### src/rtl/vram_cpu_port.sv
// rtl/vram_cpu_port.sv - CPU access port into shared video RAM with buffered writes; optional VRAM_READ_FORWARD_EN
module vram_cpu_port #(
  parameter int ADDR_WIDTH = 13,
  parameter int DATA_WIDTH = 8,
  parameter int DEPTH      = 4
) (
  input  logic                    clk,
  input  logic                    reset,
  input  logic                    cpu_wr_req,
  input  logic                    cpu_rd_req,
  input  logic [ADDR_WIDTH-1:0]   cpu_addr,
  input  logic [DATA_WIDTH-1:0]   cpu_wdata,
  output logic                    cpu_busy,
  output logic [DATA_WIDTH-1:0]   cpu_rdata,
  output logic                    cpu_rd_valid,
  input  logic                    video_fetch,
  output logic [ADDR_WIDTH-1:0]   ram_addr,
  output logic [DATA_WIDTH-1:0]   ram_wdata,
  output logic                    ram_we,
  output logic                    ram_re,
  input  logic [DATA_WIDTH-1:0]   ram_rdata,
  output logic [$clog2(DEPTH):0]  fifo_level
);

  localparam int PW = $clog2(DEPTH);
  localparam int LW = PW + 1;

  typedef enum logic [1:0] {RD_IDLE, RD_DRAIN, RD_ISSUE, RD_WAIT} rd_state_t;

  rd_state_t state, state_nxt;

  logic [ADDR_WIDTH-1:0] fifo_addr [DEPTH];
  logic [DATA_WIDTH-1:0] fifo_data [DEPTH];
  logic [PW-1:0]         wr_ptr, rd_ptr;
  logic [LW-1:0]         level;
  logic [ADDR_WIDTH-1:0] rd_addr;

  logic full, empty, free_slot;
  logic wr_accept, rd_accept, pop, issue;
  logic [DATA_WIDTH-1:0] rd_result;

  assign full       = (level == LW'(DEPTH));
  assign empty      = (level == '0);
  assign free_slot  = !video_fetch;
  assign cpu_busy   = full || (state != RD_IDLE);
  assign wr_accept  = cpu_wr_req && !cpu_busy;
  assign rd_accept  = cpu_rd_req && !cpu_wr_req && !cpu_busy;
  // The RAM port is idle while a read is being issued, so drain and issue never collide.
  assign pop        = free_slot && !empty && (state != RD_ISSUE);
  assign issue      = free_slot && (state == RD_ISSUE);
  assign fifo_level = level;

  assign ram_we    = pop;
  assign ram_re    = issue;
  assign ram_addr  = pop ? fifo_addr[rd_ptr] : (issue ? rd_addr : '0);
  assign ram_wdata = pop ? fifo_data[rd_ptr] : '0;

`ifdef VRAM_READ_FORWARD_EN
  logic                  fwd_hit;
  logic [DATA_WIDTH-1:0] fwd_data;
  logic                  fwd_sel;
  logic [DATA_WIDTH-1:0] fwd_data_q;

  // Scan oldest to newest so the newest matching entry wins.
  always_comb begin
    fwd_hit  = 1'b0;
    fwd_data = '0;
    for (int i = 0; i < DEPTH; i++) begin
      if ((LW'(i) < level) && (fifo_addr[rd_ptr + PW'(i)] == cpu_addr)) begin
        fwd_hit  = 1'b1;
        fwd_data = fifo_data[rd_ptr + PW'(i)];
      end
    end
  end

  always_ff @(posedge clk or posedge reset) begin
    if (reset) begin
      fwd_sel    <= 1'b0;
      fwd_data_q <= '0;
    end else if (rd_accept) begin
      fwd_sel    <= fwd_hit;
      fwd_data_q <= fwd_data;
    end
  end

  assign rd_result = fwd_sel ? fwd_data_q : ram_rdata;
`else
  assign rd_result = ram_rdata;
`endif

  always_comb begin
    state_nxt = state;
    case (state)
      RD_IDLE: begin
        if (rd_accept) begin
`ifdef VRAM_READ_FORWARD_EN
          state_nxt = fwd_hit ? RD_WAIT : RD_DRAIN;
`else
          state_nxt = RD_DRAIN;
`endif
        end
      end
      RD_DRAIN: if (empty) state_nxt = RD_ISSUE;
      RD_ISSUE: if (free_slot) state_nxt = RD_WAIT;
      RD_WAIT:  state_nxt = RD_IDLE;
      default:  state_nxt = RD_IDLE;
    endcase
  end

  always_ff @(posedge clk) begin
    if (wr_accept) begin
      fifo_addr[wr_ptr] <= cpu_addr;
      fifo_data[wr_ptr] <= cpu_wdata;
    end
  end

  always_ff @(posedge clk or posedge reset) begin
    if (reset) begin
      state        <= RD_IDLE;
      wr_ptr       <= '0;
      rd_ptr       <= '0;
      level        <= '0;
      rd_addr      <= '0;
      cpu_rdata    <= '0;
      cpu_rd_valid <= 1'b0;
    end else begin
      state        <= state_nxt;
      cpu_rd_valid <= (state == RD_WAIT);
      if (state == RD_WAIT) cpu_rdata <= rd_result;
      if (rd_accept) rd_addr <= cpu_addr;
      if (wr_accept) wr_ptr <= wr_ptr + 1'b1;
      if (pop) rd_ptr <= rd_ptr + 1'b1;
      case ({wr_accept, pop})
        2'b10:   level <= level + 1'b1;
        2'b01:   level <= level - 1'b1;
        default: level <= level;
      endcase
    end
  end

endmodule

### config.mk
export PLATFORM = sky130hd
export DESIGN_NAME = vram_cpu_port
export DESIGN_NICKNAME = d
export VERILOG_FILES = /design/src/rtl/vram_cpu_port.sv
export SDC_FILE = /design/constraint.sdc
export NUM_CORES = 1
export LEC_CHECK = 0
export ABC_AREA = 1
export BUFFER_PORTS_ARGS = -buffer_cell sky130_fd_sc_hd__buf_2
export CAP_MARGIN = 25
export CORE_MARGIN = 2
export CORE_UTILIZATION = 51
export CTS_CLUSTER_DIAMETER = 30
export DETAILED_ROUTE_END_ITERATION = 6
export PLACE_DENSITY = 0.75
export SLEW_MARGIN = 30
export SYNTH_ARGS = -nofsm -noshare
export SYNTH_HDL_FRONTEND = slang
export SYNTH_SLANG_ARGS = --single-unit
### constraint.sdc
create_clock -name clk -period 2.3 [get_ports clk]
set_input_delay 0.23 -clock clk [delete_from_list [all_inputs] [get_ports clk]]
set_output_delay 0.23 -clock clk [all_outputs]
set_load 0.03 [all_outputs]
==> results of run 1 <==
==> worst max-delay path, cell delays in order (launching register included) <==
cell     delay (ns)
dfrtp_1        0.36
inv_1          0.09
ha_1           0.24
inv_2          0.09
nand3_4        0.09
inv_4          0.07
buf_12         0.16
nand3_1        0.09
nand2_1        0.10
buf_4          0.16
==> logic make-up (layout without fill, tap and decap cells) <==
| family | count (synthesis) | after routing | synth area share, % |
|---|---|---|---|
| muxes | 8 | 8 | 1.81 |
| AOI/OAI and AO/OA | 43 | 43 | 5.43 |
| and+or+nand+nor | 189 | 189 | 17.5 |
| xor gates and xnor gates | 4 | 4 | 0.704 |
| buffers and inverters | 51 | 178 | 5.40 |
| DFF | 115 | 115 | 66.2 |
| adders and majority gates | 11 | 11 | 2.92 |
==> layout by cell type (no fill, tap or decap), drive strengths merged, types with 2 or more instances in the layout <==
cell type	n
a21oi	10
clkbuf	22
nand2	103
inv	31
nor2	40
nand3	45
xor2	3
clkinvlp	2
ha	10
dlygate4sd3	30
dfrtp	31
edfxtp	84
bufinv	3
o21ai	32
buf	83
mux2	8
clkinv	7
==> per-stage QoR <==
step / instances / hold WS (ns) / cell area (um^2)
after floorplan: 421 / 0.329 / 4980
after global placement: 618 / 0.271 / 5480
after detailed placement: 618 / 0.276 / 5480
after CTS: 680 / 0.160 / 6380
after global routing: 681 / 0.194 / 6400
final: 681 / 0.194 / 6400
==> registers in the layout (all words and copies together), names as in the netlist <==
| register | count |
|---|---|
| rd_addr | 13 |
| fifo_level | 3 |
| fifo_data | 32 |
| fifo_addr | 52 |
| state | 2 |
| wr_ptr | 2 |
| cpu_rdata | 8 |
| rd_ptr | 2 |
| cpu_rd_valid | 1 |
==> cell type report <==
class | instances | area [um^2] | area share [%]
multi-input cells | 255 | 1420 | 22.2
clock buffers | 21 | 439 | 6.86
clock inverters | 11 | 136 | 2.13
repair buffers | 114 | 816 | 12.7
inverters | 32 | 126 | 1.97
well taps | 133 | 166 | 2.60
flip-flops and latches | 115 | 3300 | 51.5
==> power by group <==
group          switching, mW  total, mW  leakage (nW)  internal, mW
registers              0.232       2.93          1.14          2.70
logic                   2.28       3.42          1.32          1.14
clock network          0.841       2.50         0.277          1.66
==> what timing repair did <==
item                       in CTS  in global routing
setup endpoints to repair      14                 20
hold endpoints to repair      114                  0
gates resized for setup         7                  8
setup buffers                   0                  1
hold buffers                   30                  0
==> worst paths after layout <==
kind	to	slack, ns	cells after the start
setup / recovery	ram_addr[2]	0.1	9
hold / removal	wr_ptr[0]$_DFFE_PP0P_	0.19	4
setup reg to reg	fifo_level[2]$_DFFE_PP0P_	0.24	11
hold reg to reg	rd_addr[11]$_DFFE_PP0P_	0.48	2
max in group asynchronous	rd_addr[11]$_DFFE_PP0P_	1.36	4
min in group asynchronous	cpu_rdata[7]$_DFFE_PP0P_	0.29	3
==> per-layer routing <==
metal	GRT usage (%)	share of wire (%)
met5	0	0
met2	38.5	55
met4	8.20	1.3
met3	6.51	5.6
met1	24.8	39
==> flow_summary.yaml, run 1 <==
die:
  fp.coreArea_mm2: 0.00964
  die-area_mm2: 0.0106
  rows: 36
  num_io_pins: 70
  die_x_um: 103
  start_util_pct: 51.6
  die_h_um: 103
drt:
  dr.first_iter.drc_count: 236
  vias: 3386
  wire_per_inst_um: 15.4
  drc: 0
  viasPerCell: 4.97
  final_antenna_net_count: 0
  first_pass_iters: 4
  drt-total-wl_um: 10500
yosys:
  synth.area.top_cells: "edfxtp_1 (51%), dfrtp_1 (16%), nand2_1 (7.5%)"
  netlist_instances: 421
  synth_edf_count: 84
  synth_largest_area_cell: "edfxtp_1"
  synthTopCellsByCount: "nand2_1 (100), edfxtp_1 (84), nor2_1 (38), nand3_1 (33), dfrtp_1 (31)"
  yosys_warnings: 0
  yosys_most_used_dff: "edfxtp_1"
  async_reset_ff_share_pct: 27.0
  synth_top_area_share_pct: 50.7
  synth_most_common_cell: "nand2_1"
  ys_seq_area_share_pct: 66.2
  syn-cell-area_mm2: 0.00498
  ys_ff_latch: 115
  syn_area_per_cell_um2: 11.8
  synthDistinctLibCells: 30
  synth_fp_nets: 466
cts:
  root_buffer: "clkbuf_8"
  path_clk_slew_ns: 0.06
  cts_tree: "built"
  clk_path_buf_depth: 2
  h-tree-depth: 4
  insertion_delay_ns: 0.52
  cts_buffers: 17
  clkSinkCount: 115
grt:
  grt-ovfl-total: 0
  antenna_found_initial: 0
  grt_pass1_wl_um: 16800
  grt_start_max_net_pins: 44
  first_global_vias: 3543
  grt_use_total_pct: 21.7
power:
  leakagePower_nw: 2.73
  power_density_mw_per_mm2: 1380
  ir_worst_vdd_mv: 0.918
  power_mw: 8.85
critical_path:
  critPathLaunch: "state[0]$_DFFE_PP0P_"
  reg2reg_from: "state[0]$_DFFE_PP0P_"
  worstPathRequired_ns: 2.07
  endpoint_kind: "output pin"
  critPathMaxFanout: 15
  critical_path_class: "register to output pin"
  worst-endpoint-arrival_ns: 1.97
  start_kind: "register"
timing:
  relSlewSlack_pct: 66.1
  worst_slew_pin_slew_ns: 0.508
  slew_violations: 0
  period_needed_ns: 2.20
  period_share_pct: 95.7
  setup_viol_count_final: 0
  fin_ws_ns: 0.0990
  max_freq_mhz: 454
  setup_tns_ns: 0
  rsz0062_at_grt: "false"
  hold_viol: 0
  fin_skew_ns: 0.00713
min_path:
  min_from: "cpu_wr_req"
  worstHoldPathType: "primary input to register"
status:
  status: "complete, no violations"
finish:
  drive_above_1_share_pct: 29.2
  final_util_pct: 66.4
  nFillCells: 725
  syn_to_final_growth_pct: 28.6
  n_antenna_cell: 0
  nNetsFinal: 580
place:
  dp_slack_ns: 0.183
  place.gp.congestion: 0.784
  dpl.hpwl_um: 6120
  port_buffers: 69
flow_run:
  drv_cap: 0
No activity file was read; power rests on OpenSTA's default activity.
==> inputs of run 2 (changes only) <==
--- a/config.mk
+++ b/config.mk
@@ -12,6 +12,7 @@
 export CORE_UTILIZATION = 51
 export CTS_CLUSTER_DIAMETER = 30
 export DETAILED_ROUTE_END_ITERATION = 6
+export GPL_TIMING_DRIVEN = 0
 export PLACE_DENSITY = 0.75
 export SLEW_MARGIN = 30
 export SYNTH_ARGS = -nofsm -noshare
==> run 2 against run 1 <==
Sequential cell count unchanged. Maximum frequency down 1.3%. Utilization up 1.2 points. Largest cell class unchanged. Largest power group unchanged.
==> flow_summary.yaml, run 2 (same netlist as run 1, synthesis figures left out) <==
status:
  status: "complete, no violations"
cts:
  path_clk_slew_ns: 0.05
  cts_tree: "built"
  insertion_delay_ns: 0.51
  cts_buffers: 17
  clkSinkCount: 115
  root_buffer: "clkbuf_8"
  clk_path_buf_depth: 2
  h-tree-depth: 4
grt:
  grt_start_max_net_pins: 32
  grt_pass1_wl_um: 17100
  first_global_vias: 3529
  grt-ovfl-total: 0
  antenna_found_initial: 0
  grt_use_total_pct: 22.3
timing:
  rsz0062_at_grt: "true"
  hold_viol: 0
  max_freq_mhz: 448
  period_needed_ns: 2.23
  hold_ws_ns: 0.143
  setup_viol_count_final: 0
  slew_violations: 0
  worst_slew_pin_slew_ns: 0.722
  fin_skew_ns: 0.00725
  setup_tns_ns: 0
  fin_ws_ns: 0.0690
  period_share_pct: 97.0
  relSlewSlack_pct: 51.8
drt:
  drt-total-wl_um: 11300
  first_pass_iters: 5
  dr.first_iter.drc_count: 252
  drc: 0
  wire_per_inst_um: 16.2
  final_antenna_net_count: 0
  viasPerCell: 5.12
  vias: 3549
finish:
  top_regs: "fifo_addr x52, fifo_data x32, rd_addr x13"
  largest_reg_flops: 52
  syn_to_final_growth_pct: 30.9
  fin_cells: 693
  nNetsFinal: 592
  regMostFlops: "fifo_addr"
  layout_commonest_cell: "nand2_1"
  drive_above_1_share_pct: 31.4
  n_antenna_cell: 0
  mostFrequentLayoutCells: "nand2_1 (100), edfxtp_1 (84), buf_2 (71), nor2_1 (34), nand3_1 (33)"
die:
  die_h_um: 103
  start_util_pct: 51.6
  die-area_mm2: 0.0106
  fp.coreArea_mm2: 0.00964
  num_io_pins: 70
  die_x_um: 103
  rows: 36
place:
  dp.cells: 627
  port_buffers: 69
  dp_slack_ns: -0.102
  place.gp.congestion: 0.788
  dpl.hpwl_um: 6740
critical_path:
  endpoint_kind: "output pin"
  slowest_delay_ns: 0.39
  start_kind: "register"
  critPathBufInv: 4
  worst-endpoint-arrival_ns: 2.00
  critPathMaxFanout: 10
  cp_slowest_cell: "dfrtp_1"
  cpMostUsedCell: "nand2_1"
  path_cells: "inv_1 > ha_1 > inv_2 > nor2_4 > buf_6 > nand2_1 > nand2_1 > clkbuf_4"
  worstPathRequired_ns: 2.07
  cp_top_family: "buffers and inverters"
  critical_path_class: "register to output pin"
min_path:
  worstHoldPathType: "primary input to register"
flow_run:
  drv_cap: 0
power:
  leakagePower_nw: 2.78
  ir_worst_vdd_mv: 0.827
  power_density_mw_per_mm2: 1370
## run 2: worst paths after layout
path	start	end	slack [ns]	depth (start not counted)
worst max-delay path	state[0]$_DFFE_PP0P_	ram_addr[6]	0.07	8
worst min-delay path	cpu_wr_req	wr_ptr[1]$_DFFE_PP0P_	0.14	3
worst max register to register	state[0]$_DFFE_PP0P_	fifo_level[2]$_DFFE_PP0P_	0.12	11
worst min register to register	rd_addr[12]$_DFFE_PP0P_	rd_addr[12]$_DFFE_PP0P_	0.48	2
max in group asynchronous	reset	rd_ptr[1]$_DFFE_PP0N_	1.44	3
min in group asynchronous	reset	cpu_rdata[0]$_DFFE_PP0P_	0.40	3
## run 2: cell type report
class / instances / area [um^2]
multi-input combinational: 255 / 1460
fill: 677 / 3120
buffer: 18 / 133
clock buffer: 21 / 449
tap: 133 / 166
inverter: 32 / 133
timing repair buffer: 108 / 793
clock inverter: 11 / 86.3
sequential: 115 / 3300
## run 2: layer usage
layer / GRT usage (%) / vias up / wire length (um)
met4: 8.00 / 0 / 162
li1: - / 1665 / -
met5: 0 / - / 0
met1: 26.2 / 1723 / 4460
met2: 38.8 / 136 / 5900
met3: 6.92 / 25 / 722
## run 2: worst min-delay path, stage by stage
cell,delay [ns]
buf_2,0.12
nand3_4,0.18
a21oi_1,0.09
## run 2: through the flow
stage / power (mW) / instance area, um^2 / utilization, %
2_1_floorplan: 5.41 / 4980 / -
3_3_place_gp: 6.23 / 5490 / 57.0
3_5_place_dp: 6.46 / 5620 / 58.3
4_1_cts: 8.84 / 6460 / 67.0
5_1_grt: 9.42 / 6520 / 67.6
6_report: 8.92 / 6520 / 67.6
## run 2: repair_timing
item,4_1_cts,5_1_grt
hold buffers,30,0
endpoints found under the hold margin,134,0
endpoints found under the setup margin,12,15
setup buffers,1,4
pin swaps,0,2
resized for setup,5,11
## run 2: power by group
part | internal (mW) | switching [mW]
sequential | 2.70 | 0.225
clock | 1.47 | 0.865
combinational | 1.24 | 2.42
total | 5.41 | 3.51
